--- config.mk ---
export PLATFORM = sky130hd
export DESIGN_NAME = booth_seq_ctrl
export DESIGN_NICKNAME = d
export VERILOG_FILES = /design/src/rtl/booth_seq_ctrl.sv
export SDC_FILE = /design/constraint.sdc
export NUM_CORES = 1
export LEC_CHECK = 0
export CAP_MARGIN = 20
export CORE_ASPECT_RATIO = 1.4
export CORE_MARGIN = 4
export CORE_UTILIZATION = 45
export DETAILED_ROUTE_END_ITERATION = 10
export PLACE_DENSITY = 0.72
export SETUP_SLACK_MARGIN = 0.2
export SLEW_MARGIN = 20
export SYNTH_ARGS = -nofsm -noshare
export SYNTH_HDL_FRONTEND = slang
export SYNTH_SLANG_ARGS = --single-unit
export TNS_END_PERCENT = 1
--- constraint.sdc ---
create_clock -name clk -period 13.8 [get_ports clk]
set_input_delay 3.45 -clock clk [delete_from_list [all_inputs] [get_ports clk]]
set_output_delay 3.45 -clock clk [all_outputs]
set_load 0.01 [all_outputs]
--- src/rtl/booth_seq_ctrl.sv ---
// rtl/booth_seq_ctrl.sv - sequential signed radix-2 Booth multiplier with start/busy/done handshake
module booth_seq_ctrl #(
    parameter int WIDTH = 32
) (
    input  logic             clk,
    input  logic             clr,
    input  logic             start,
    input  logic             flush,
    input  logic [WIDTH-1:0] mcand,
    input  logic [WIDTH-1:0] mplier,
    output logic             busy,
    output logic             done,
    output logic [WIDTH-1:0] hi,
    output logic [WIDTH-1:0] lo
);

    localparam int CW = $clog2(WIDTH + 1);

    typedef enum logic [1:0] {
        S_IDLE,
        S_RUN,
        S_DONE
    } state_t;

    state_t state, state_nx;

    // A carries one guard bit so A-M cannot overflow for the most negative M
    logic [WIDTH:0]   a;
    logic [WIDTH-1:0] q;
    logic             q_1;
    logic [WIDTH:0]   m;
    logic [CW-1:0]    count;

    logic             load;
    logic             step;
    logic             last_step;
    logic [WIDTH:0]   sum;
    logic [WIDTH:0]   a_sh;
    logic [WIDTH-1:0] q_sh;

    // state register
    always_ff @(posedge clk or posedge clr) begin
        if (clr) begin
            state <= S_IDLE;
        end else begin
            state <= state_nx;
        end
    end

    // next-state and step/load decode; flush beats the step, start beats flush in DONE
    always_comb begin
        state_nx = state;
        load     = 1'b0;
        step     = 1'b0;
        case (state)
            S_IDLE: begin
                if (start) begin
                    load     = 1'b1;
                    state_nx = S_RUN;
                end
            end
            S_RUN: begin
                if (flush) begin
                    state_nx = S_IDLE;
                end else begin
                    step = 1'b1;
                    if (count == CW'(1)) begin
                        state_nx = S_DONE;
                    end
                end
            end
            S_DONE: begin
                if (start) begin
                    load     = 1'b1;
                    state_nx = S_RUN;
                end else begin
                    state_nx = S_IDLE;
                end
            end
            default: state_nx = S_IDLE;
        endcase
    end

    assign busy      = (state == S_RUN);
    assign done      = (state == S_DONE);
    assign last_step = step && (count == CW'(1));

    // Booth recode of {Q[0], q_1}: 10 subtracts M, 01 adds M, otherwise hold
    always_comb begin
        sum = a;
        case ({q[0], q_1})
            2'b10:   sum = a - m;
            2'b01:   sum = a + m;
            default: sum = a;
        endcase
    end

    // arithmetic right shift of {A, Q, q_1} with the A sign bit replicated
    assign a_sh = {sum[WIDTH], sum[WIDTH:1]};
    assign q_sh = {sum[0], q[WIDTH-1:1]};

    // datapath registers; the result registers only change on the final step
    always_ff @(posedge clk or posedge clr) begin
        if (clr) begin
            a     <= '0;
            q     <= '0;
            q_1   <= 1'b0;
            m     <= '0;
            count <= '0;
            hi    <= '0;
            lo    <= '0;
        end else if (load) begin
            a     <= '0;
            q     <= mplier;
            q_1   <= 1'b0;
            m     <= {mcand[WIDTH-1], mcand};
            count <= CW'(WIDTH);
        end else if (step) begin
            a     <= a_sh;
            q     <= q_sh;
            q_1   <= q[0];
            count <= count - CW'(1);
            if (last_step) begin
                hi <= a_sh[WIDTH-1:0];
                lo <= q_sh;
            end
        end
    end

endmodule

Yosys cells after proc, flatten, opt, wreduce, memory -nomap -nowiden
Cells that the tools add are included.
Storage, ports and cells
  output and inout port bits: 66
  bits in registers: 170
Operators by class
  equality and inequality tests: 7
  bitwise gates (word level): 1
  muxes and demuxes: 18
  reduce and logical (&&, ||, !) cells: 6
  add/sub/neg operators: 3
Operators by type and width (number)
  2-to-1 mux 33 bit: 2
  one-hot mux 33 bit (2 select lines): 1
  2-to-1 mux 32 bit: 2
  adder 33 bit: 1
  subtractor 33 bit: 1
  2-to-1 mux 6 bit: 2
  2-to-1 mux 1 bit: 7
  equality test 6 x 1 -> 1 bit (second input constant): 1
  2-to-1 mux 2 bit: 3
  one-hot mux 2 bit (3 select lines): 1
  subtractor 6 x 1 -> 6 bit (second input constant): 1
  equality test 2 x 1 -> 1 bit (second input constant): 2
  equality test 2 bit (second input constant): 2
  != test 3 x 2 -> 1 bit (second input constant): 1
  AND reduction 3 bit: 1
  zero test 2 bit: 1
  != test 2 bit (second input constant): 1
  AND reduction 2 bit: 1
  nonzero test 2 bit: 1
  OR reduction 2 bit: 1
  logical AND 1 bit: 1
  NOT 1 bit: 1

Depth between registers and ports, before layout
Gate-level depths: netlist of the first run.
  depth after elaboration: 5
  gate-level depth with buffers: 19
  depth with buffers taken out: 18

Worst setup path after synthesis of the first run
OpenSTA, ideal clock, no wires.
  path type: input port to flip-flop
  from: in flush
  to: reg hi[12]
  path buffers: 3
  library setup time: 82 ps
  arrival: 4650 ps
  stages: 8
  required time: 13718 ps
  path slack: 9068 ps
  path through: nor2b_1 clkbuf_1 nand2_1 inv_1 clkbuf_1 clkbuf_1 nor2_1 a31oi_1
On the way
  longest elaborated chain between the ends: 4
RTL lines
  start, declared: RTL line 8  | input logic flush,
  2-to-1 mux 1 bit *: RTL line 63  | if (flush) begin
  2-to-1 mux 1 bit *: RTL line 55  | case (state)
  logical AND 1 bit: RTL line 86  | assign last_step = step && (count == CW'(1));
  AND reduction 3 bit (no source line) *
  end signal, assigned: RTL line 124  | hi <= a_sh[WIDTH-1:0];
  end, declared: RTL line 13  | output logic [WIDTH-1:0] hi,
Mark *: on every way between the ends. The rest lies on a longest branch, timed or not.
A chain may end at the register's enable or synchronous reset.

Worst setup path in the final report of the first run
  from: in flush
  to: reg hi[21]
Same word-level chain as after synthesis.

==> results of run 1 <==
worst max-delay path by stage:
| stage | startpoint | to | slack (ps) | cells after the start |
|---|---|---|---|---|
| final | flush | hi[21]$_DFFE_PP0P_ | 7740 | 10 |
| after global routing | flush | hi[21]$_DFFE_PP0P_ | 7510 | 10 |
| after CTS | flush | hi[21]$_DFFE_PP0P_ | 7750 | 10 |
| after detailed placement | flush | hi[21]$_DFFE_PP0P_ | 7300 | 10 |
| after global placement | flush | hi[21]$_DFFE_PP0P_ | 7370 | 10 |
| after floorplan | clr | a[0]$_DFFE_PP0P_ | 5770 | 1 |
where the power goes:
group          total (W)  internal (W)  switching, W
combinational    0.00148      0.000625      0.000854
clock           0.000487      0.000265      0.000223
sequential      0.000815      0.000663      0.000151
routing by layer:
layer / part of all wire (%) / vias to the layer above
met1: 43 / 4012
li1: - / 4078
met3: 3.6 / 47
met5: 0 / -
met2: 51 / 216
met4: 2.6 / 0
cell usage in the layout (no fill, tap or decap), drive strengths merged, types with 4 or more instances in the layout:
master / synthesis / layout
a31oi: 19 / 19
xor2: 32 / 32
nor4: 6 / 6
or3: 8 / 8
nor2b: 9 / 9
o21bai: 4 / 4
clkdlybuf4s50: 0 / 133
nand3: 41 / 41
o31ai: 6 / 6
clkinv: 0 / 4
dfrtp: 169 / 169
nand2b: 5 / 5
xnor2: 27 / 27
nor2: 67 / 67
nand4: 5 / 5
o211ai: 9 / 9
a22oi: 30 / 30
clkbuf: 62 / 18
or4: 4 / 4
ha: 36 / 36
nor3: 20 / 20
o21ai: 84 / 84
mux2i: 19 / 19
buf: 5 / 11
nand2: 308 / 308
a21o: 12 / 12
a211oi: 10 / 10
and3: 9 / 9
inv: 18 / 26
a21oi: 58 / 58
o21a: 5 / 5
worst max-delay path: stages:
cell	delay, ps
clkdlybuf4s50_1	510
nor2b_4	50
buf_4	310
nand2_4	110
buf_4	640
inv_1	370
buf_4	370
and3_1	240
mux2i_1	120
o211ai_1	100
cell families after synthesis:
kind of cell | after synthesis | synth area share (%)
simple gates | 492 | 22.3
xor+xnor | 59 | 5.46
compound gates | 259 | 16.9
buf+inv | 85 | 3.37
fa+ha+maj | 37 | 4.97
mux | 21 | 2.25
flops | 169 | 44.7
cell usage after synthesis, drive strengths merged, types with 2 or more instances:
library cell	n	area share, %
inv	18	0.71
o31ai	6	0.48
nand3	41	2.2
o211ai	9	0.71
nand4	5	0.33
o41ai	3	0.36
o21ai	84	4.4
mux2	2	0.24
ha	36	4.8
o21a	5	0.40
nor2	67	2.7
and3b	2	0.19
a21boi	2	0.16
a21oi	58	3.1
mux2i	19	2.0
a221o	2	0.21
xnor2	27	2.5
nand2	308	12
a21o	12	0.95
nor2b	9	0.60
nor3b	3	0.24
a211oi	10	0.79
o2111ai	2	0.19
or4	4	0.36
nor3	20	1.1
or2	2	0.13
o21bai	4	0.32
buf	5	0.20
or3	8	0.53
xor2	32	3.0
o311ai	2	0.19
clkbuf	62	2.5
a22oi	30	2.4
and3	9	0.60
a41oi	2	0.19
dfrtp	169	45
nor4	6	0.56
nand2b	5	0.33
o221ai	3	0.28
a211o	2	0.19
a31oi	19	1.3
state kept, by name, indices dropped and copies added, names as in the netlist:
register and flops:
hi 32, count 6, state 2, q_1 1
q 32, lo 32, a 32, m 32
cell type report:
cell class	instances	area [um^2]	area share, %
multi-input combinational	868	4940	42.6
sequential	169	4230	36.5
timing repair buffer	144	1420	12.2
clock buffer	18	439	3.79
tap	256	320	2.76
clock inverter	14	170	1.47
inverter	18	72.6	0.626
through the flow:
stage               area [um^2]  hold slack [ps]  std cells  setup WS (ps)
finish                    11600              475       1487           7740
global route              11600              513       1487           7510
CTS                       11600              480       1487           7750
detailed placement        11000              462       1455           7300
global placement          11000              459       1455           7370
floorplan                  9460              461       1122           5770
==> metrics, run 1 <==
Post-Synthesis Mean Instance Area=8.43 um^2; Post-Syn Nets=1,227; Avg WL per Cell=16.8 um; final hold violations=0; Top FF cell, synth=dfrtp_1; CTS tree=done; grt met3 use=2.55%; M1 GR Usage=28.0%; total power=0.00278 W; FMAX=165 MHz; LEAKAGE=5.34 nW; Pwr Density=240 nW/um^2; Hold Buf Count CTS=0; Reg2Reg Depth=17; Clock Latency Late Sink=440 ps; GPL Wtd Cong=0.982; max cap viols=0; Worst Tran Pin Value=843 ps; clock period minus worst slack=6060 ps; Max VDD drop=0.111 mV; met2 global-route usage=36.8%; Hold Crit Start=lo[3]$_DFFE_PP0P_; Worst Path Required=14,080 ps; Yosys cell types=54; Final ANT Viol Nets=0; Die W=131 um; initial antenna violation count=0; Via Count=8,353; grt peak-use layer=met2; final setup TNS=0 ps; post_cts resized=0; post-synthesis sequential area ratio=44.7%; Longest Clk Path Bufs=2; vias in the first global route=8,305; Worst setup SP type=input port; FP Rows=62; Worst setup EP type=flop; Max Clock Skew=24.0 ps; Hold Path Class=flop to flop; EDFF count, synth=0; Filler cells=1,912; clk sinks=169; Hold Path Sink=lo[3]$_DFFE_PP0P_; post-synthesis async set-or-reset flop share=100%; Mapped Area=9460 um^2; critical path fanouts, max=89; flop-to-flop setup slack=8570 ps; PortBufs=133; CTS Buf Count=17; first drt pass iteration count=5; Via density=5.62; CTS root buffer=clkbuf_16; WL final=24,900 um; critical path type=input port to flop; Rel. slew slack=43.8%; Synth Warn #=0; Die Footprint=23,400 um^2; unrepaired setup endpoints after global routing=no; largest net degree at the start of global routing=90; worst reg2reg endpoint=hi[29]$_DFFE_PP0P_; period utilisation layout=43.9%; final core utilization=56.2%; hold path cells=2; first-pass GRT wire length=41,300 um; Layout area overhead=22.5%; # IOs=134; post-CTS setup buffer count=0; Slew Limit Fails=0; antenna diode count=0; Worst EP arrival=6340 ps; Final HPWL DP=17,500 um; r2r startpoint=m[2]$_DFFE_PP0P_; DR DRC count=0; nets=1,323; Die Ht=180 um; grt ovf=0; share of cells above drive strength 1=4.87%; Mapped Cells=1,122; Setup Viol. Count Final=0; Seq cells post-synth=169; Worst-path clk slew=70 ps; GR Util All Layers=21.7%; initial drt markers=489; status=finished, final reports clean; H-tree depth=4; core area=20,600 um^2; Initial Util=45.8%
(Power assumes the default switching activity.)
==> inputs of run 2 (changes only) <==
==> constraint.sdc (replaced) <==
create_clock -name clk -period 6.3 [get_ports clk]
set_input_delay 1.575 -clock clk [delete_from_list [all_inputs] [get_ports clk]]
set_output_delay 1.575 -clock clk [all_outputs]
set_load 0.01 [all_outputs]
==> run 2 against run 1 <==
  * Critical path type is now flop to flop
  * Clock power is 130% higher
  * Sequential share of layout area hardly changed
  * Global-route usage up 1.1 points
  * Sequential power rose by 120%
  * First-iteration DRC count grew 3.3%
  * Die area stayed put
==> metrics, run 2 (same netlist as run 1, synthesis figures left out) <==
status=finished, final reports clean; largest net degree at the start of global routing=170; r2r startpoint=m[2]$_DFFE_PP0P_; LEAKAGE=5.32 nW; core area=20,600 um^2; Die Ht=180 um; Setup Viol. Count Final=0; antenna diode count=0; commonest non-fill, non-tap cell in the layout=nand2_1; period utilisation layout=79.5%; Longest Clk Path Bufs=2; Hold Path Class=flop to flop; CTS root buffer=clkbuf_16; WL final=26,100 um; Final HPWL DP=18,400 um; Initial Util=45.8%; nets=1,323; # IOs=134; post_cts resized=0; Worst EP arrival=5350 ps; DR DRC count=0; Max VDD drop=0.241 mV; CTS Buf Count=17; post-CTS setup buffer count=0; Die Footprint=23,400 um^2; Die W=131 um; critical path fanouts, max=7; Rel. slew slack=37.9%; crit path to=a[29]$_DFFE_PP0P_; H-tree depth=4; initial drt markers=505; Layout area overhead=22.6%; Worst setup EP type=flop; critical path type=flop to flop; crit path from=m[2]$_DFFE_PP0P_; FMAX=200 MHz; flop-to-flop setup slack=1290 ps; final core utilization=56.2%; Reg2Reg Depth=17; Worst Path Required=6640 ps; first-pass GRT wire length=43,300 um; CTS tree=done; Slew Limit Fails=0; Avg WL per Cell=17.6 um; final setup TNS=0 ps; Max Clock Skew=13.4 ps; first drt pass iteration count=5; unrepaired setup endpoints after global routing=no; Via density=5.62; Via Count=8,361; Worst Tran Pin Value=931 ps; max cap viols=0; Pwr Density=530 nW/um^2; grt ovf=0; Worst-path clk slew=70 ps; PortBufs=133; clock period minus worst slack=5010 ps; most frequent cells in the layout=nand2_1 (306), dfrtp_1 (169), clkdlybuf4s50_1 (133); share of cells above drive strength 1=4.79%; final hold violations=0; GPL Wtd Cong=0.953; Final ANT Viol Nets=0; Worst setup SP type=flop; vias in the first global route=8,474; initial antenna violation count=0; Clock Latency Late Sink=440 ps; FP Rows=62; clk sinks=169; worst reg2reg endpoint=a[29]$_DFFE_PP0P_; Hold Buf Count CTS=0; GR Util All Layers=22.9%
[run 2: cell type report]
type,instances,area [um^2]
Clock buffer,18,429
Clock inverter,14,183
Fill cell,1918,9040
Inverter,18,71.3
Multi-Input combinational cell,868,4940
Sequential cell,169,4230
Tap cell,256,320
Timing Repair Buffer,144,1430
[run 2: how the worst min path moves through the flow]
| stage | start | end | cells after the start |
|---|---|---|---|
| floorplan | q[11]$_DFFE_PP0P_ | lo[10]$_DFFE_PP0P_ | 2 |
| global placement | lo[27]$_DFFE_PP0P_ | lo[27]$_DFFE_PP0P_ | 2 |
| detailed placement | lo[24]$_DFFE_PP0P_ | lo[24]$_DFFE_PP0P_ | 2 |
| CTS | lo[24]$_DFFE_PP0P_ | lo[24]$_DFFE_PP0P_ | 2 |
| global route | lo[24]$_DFFE_PP0P_ | lo[24]$_DFFE_PP0P_ | 2 |
| finish | lo[25]$_DFFE_PP0P_ | lo[25]$_DFFE_PP0P_ | 2 |
[run 2: worst max-delay path, stage by stage, from the launching register on]
cell      delay (ps)
dfrtp_1          430
or3_1            480
nor3_1           220
nand2b_1         130
nor3_1           670
nand2_1          170
nor3_2           330
a31oi_1          160
xor2_1           180
ha_1             440
inv_1            120
o221ai_1         260
a211oi_1         120
o31ai_1          360
nor3_1            80
a221oi_1         330
o221ai_1         230
o21ai_0          200
[run 2: through the flow]
| step | total power [W] | cell area, um^2 | setup slack (ps) | hold slack, ps | instances |
|---|---|---|---|---|---|
| 6_report | 0.00614 | 11600 | 1290 | 476 | 1487 |
| 5_1_grt | 0.00662 | 11600 | 688 | 502 | 1487 |
| 4_1_cts | 0.00615 | 11600 | 1350 | 480 | 1487 |
| 3_5_place_dp | 0.00504 | 11000 | 1330 | 462 | 1455 |
| 3_3_place_gp | 0.00500 | 11000 | 1430 | 461 | 1455 |
| 2_1_floorplan | 0.00399 | 9460 | 2190 | 461 | 1122 |
[run 2: layer usage]
metal  global-route usage, %  vias up  routed length, um
li1                        -     4055                  -
met1                    28.3     4012              10900
met2                    39.2      237              13200
met3                    3.74       57               1110
met4                    9.22        0                923
met5                       0        -                  0
[run 2: where the power goes]
group	leakage [nW]	switching, W	internal (W)
Sequential	2.20	0.000325	0.00145
Combinational	2.83	0.00190	0.00137
Clock	0.291	0.000493	0.000603
Total	5.32	0.00272	0.00343
==> inputs of run 3 (changes only) <==
--- a/config.mk
+++ b/config.mk
@@ -10,7 +10,7 @@
 export CORE_MARGIN = 4
 export CORE_UTILIZATION = 45
 export DETAILED_ROUTE_END_ITERATION = 10
-export PLACE_DENSITY = 0.72
+export PLACE_DENSITY = 0.74
 export SETUP_SLACK_MARGIN = 0.2
 export SLEW_MARGIN = 20
 export SYNTH_ARGS = -nofsm -noshare
==> constraint.sdc (replaced) <==
create_clock -name clk -period 4.15 [get_ports clk]
set_input_delay 1.0375 -clock clk [delete_from_list [all_inputs] [get_ports clk]]
set_output_delay 1.0375 -clock clk [all_outputs]
set_load 0.01 [all_outputs]
==> run 3 against run 2 <==
  * Critical path depth unchanged
  * Maximum frequency up 26%
  * Clock skew up 6.9 ps
  * Critical endpoint is now a[30]$_DFFE_PP0P_
  * Highest routed layer unchanged
  * Via count up 3.2%
  * Largest power group unchanged
==> metrics, run 3 (same netlist as run 1, synthesis figures left out) <==
unrepaired setup endpoints after global routing=yes; Worst setup SP type=flop; CP cell instances=or4_4, nor4_4, nand2_2, nor2_4, nor2_2, xor2_1, ha_1, buf_6, o21ai_2, o211ai_1, a41oi_2, o21a_1, o21ai_2, buf_4, mux2_2, o211ai_1, o211ai_1; Slew Limit Fails=0; Setup Viol. Count Final=0; Layout area overhead=31.0%; CTS Buf Count=17; Worst EP arrival=4260 ps; max cap viols=0; combinational share of power=57.9%; Initial Util=45.8%; Rel. slew slack=45.8%; Cell Area, Placed=11,400 um^2; final core utilization=60.0%; initial antenna violation count=0; GR Util All Layers=23.9%; first-pass GRT wire length=45,200 um; final non-filler cell area=12,400 um^2; Filler cells=1,852; GPL Wtd Cong=0.946; Hold Path Class=flop to flop; Sw Share=44.2%; Post-Place Setup Slack=-84.0 ps; first drt pass iteration count=5; CTS root buffer=clkbuf_16; post-route setup slack=177 ps; Max Clock Skew=20.4 ps; Clk network pwr share=15.8%; Worst Tran Pin Value=812 ps; DR DRC count=0; Longest Clk Path Bufs=2; share of cells above drive strength 1=14.2%; Via density=5.53; final hold violations=0; period utilisation layout=95.7%; commonest non-fill, non-tap cell in the layout=nand2_1; # IOs=134; WP buf/inv=2; CTS tree=done; critical path fanouts, max=4; Worst Path Required=4430 ps; status=finished, final reports clean; core area=20,600 um^2; Sw Pwr=0.00452 W; sequential power share=26.2%; WL final=27,300 um; CP max stage cell=or4_4; vias in the first global route=8,857; Die Footprint=23,400 um^2; critical path's top delay family=simple AND/OR/NAND/NOR gates; antenna diode count=0; Pwr Density=826 nW/um^2; Final ANT Viol Nets=0; most frequent cells in the layout=nand2_1 (301), dfrtp_1 (169), clkdlybuf4s50_1 (133); Power Internal=0.00571 W; Worst setup EP type=flop; H-tree depth=4; clk sinks=169; LEAKAGE=5.72 nW; Worst-path clk slew=80 ps; Clock Latency Late Sink=440 ps; Hold Slack=476 ps; nets=1,397; FMAX=252 MHz; Worst path max stage delay=580 ps; critical path type=flop to flop; Max VDD drop=0.386 mV; Avg WL per Cell=17.5 um; most used cell along the critical path=o211ai_1; Die Ht=180 um; Hold Buf Count CTS=0; Die W=131 um; grt ovf=0; PortBufs=133; clock period minus worst slack=3970 ps; Final HPWL DP=19,500 um; initial drt markers=451; Via Count=8,626; FP Rows=62; largest net degree at the start of global routing=129
run 3: changes by cell type in the layout (fill, tap and decap cells not counted), sizes merged:
cell,change
clkinvlp,-1
bufinv,-2
clkinv,+2
inv,+2
clkbuf,-1
buf,+74
run 3: worst paths after layout:
kind	startpoint	end	slack (ps)	cells past startpoint
worst max-delay path	m[8]$_DFFE_PP0P_	a[30]$_DFFE_PP0P_	180	17
worst min-delay path	lo[24]$_DFFE_PP0P_	lo[24]$_DFFE_PP0P_	480	2
worst max register to register	m[8]$_DFFE_PP0P_	a[30]$_DFFE_PP0P_	180	17
worst min register to register	lo[24]$_DFFE_PP0P_	lo[24]$_DFFE_PP0P_	480	2
max in group asynchronous	clr	hi[23]$_DFFE_PP0P_	2470	3
min in group asynchronous	clr	lo[7]$_DFFE_PP0P_	1110	3
run 3: power by group through the flow:
stage / combinational, W / sequential, W / clock [W]
6_report: 0.00593 / 0.00268 / 0.00162
5_1_grt: 0.00651 / 0.00277 / 0.00173
4_1_cts: 0.00554 / 0.00268 / 0.00166
3_5_place_dp: 0.00542 / 0.00269 / 0
3_3_place_gp: 0.00537 / 0.00269 / 0
2_1_floorplan: 0.00337 / 0.00268 / 0
run 3: area by class of cell:
cell class                      count  area, um^2  share of cell area [%]
Clock buffer                       17         425                    3.43
Timing Repair Buffer              218        1990                    16.0
Inverter                           18        71.3                   0.576
Sequential cell                   169        4230                    34.1
Multi-Input combinational cell    868        5180                    41.8
Clock inverter                     15         174                    1.40
Tap cell                          256         320                    2.59
run 3: metal layers:
| metal | part of all wire (%) | GRT usage (%) | vias to the layer above |
|---|---|---|---|
| li1 | - | - | 4212 |
| met1 | 42 | 29.6 | 4149 |
| met2 | 51 | 41.7 | 220 |
| met3 | 4.3 | 3.89 | 45 |
| met4 | 2.4 | 7.82 | 0 |
| met5 | 0 | 0 | - |
run 3: metrics by stage:
step                power (W)  std cells  TNS [ps]
floorplan             0.00605       1122         0
global placement      0.00806       1511         0
detailed placement    0.00812       1511      -143
CTS                   0.00988       1554         0
global route           0.0110       1561      -168
finish                 0.0102       1561         0
run 3: worst reg2reg max path: stages, from the launching register on:
cell and delay [ps]:
dfrtp_1 390, or4_4 580, nor4_4 360, nand2_2 130
nor2_4 170, nor2_2 60, xor2_1 160, ha_1 340
buf_6 130, o21ai_2 50, o211ai_1 250, a41oi_2 190
o21a_1 210, o21ai_2 60, buf_4 130, mux2_2 330
o211ai_1 170, o211ai_1 110
run 3: what timing repair did:
action | 4_1_cts | 5_1_grt
pin swaps | 7 | 37
gates resized for setup | 15 | 56
setup endpoints to repair | 13 | 36
hold endpoints to repair | 0 | 0
setup buffers | 11 | 7
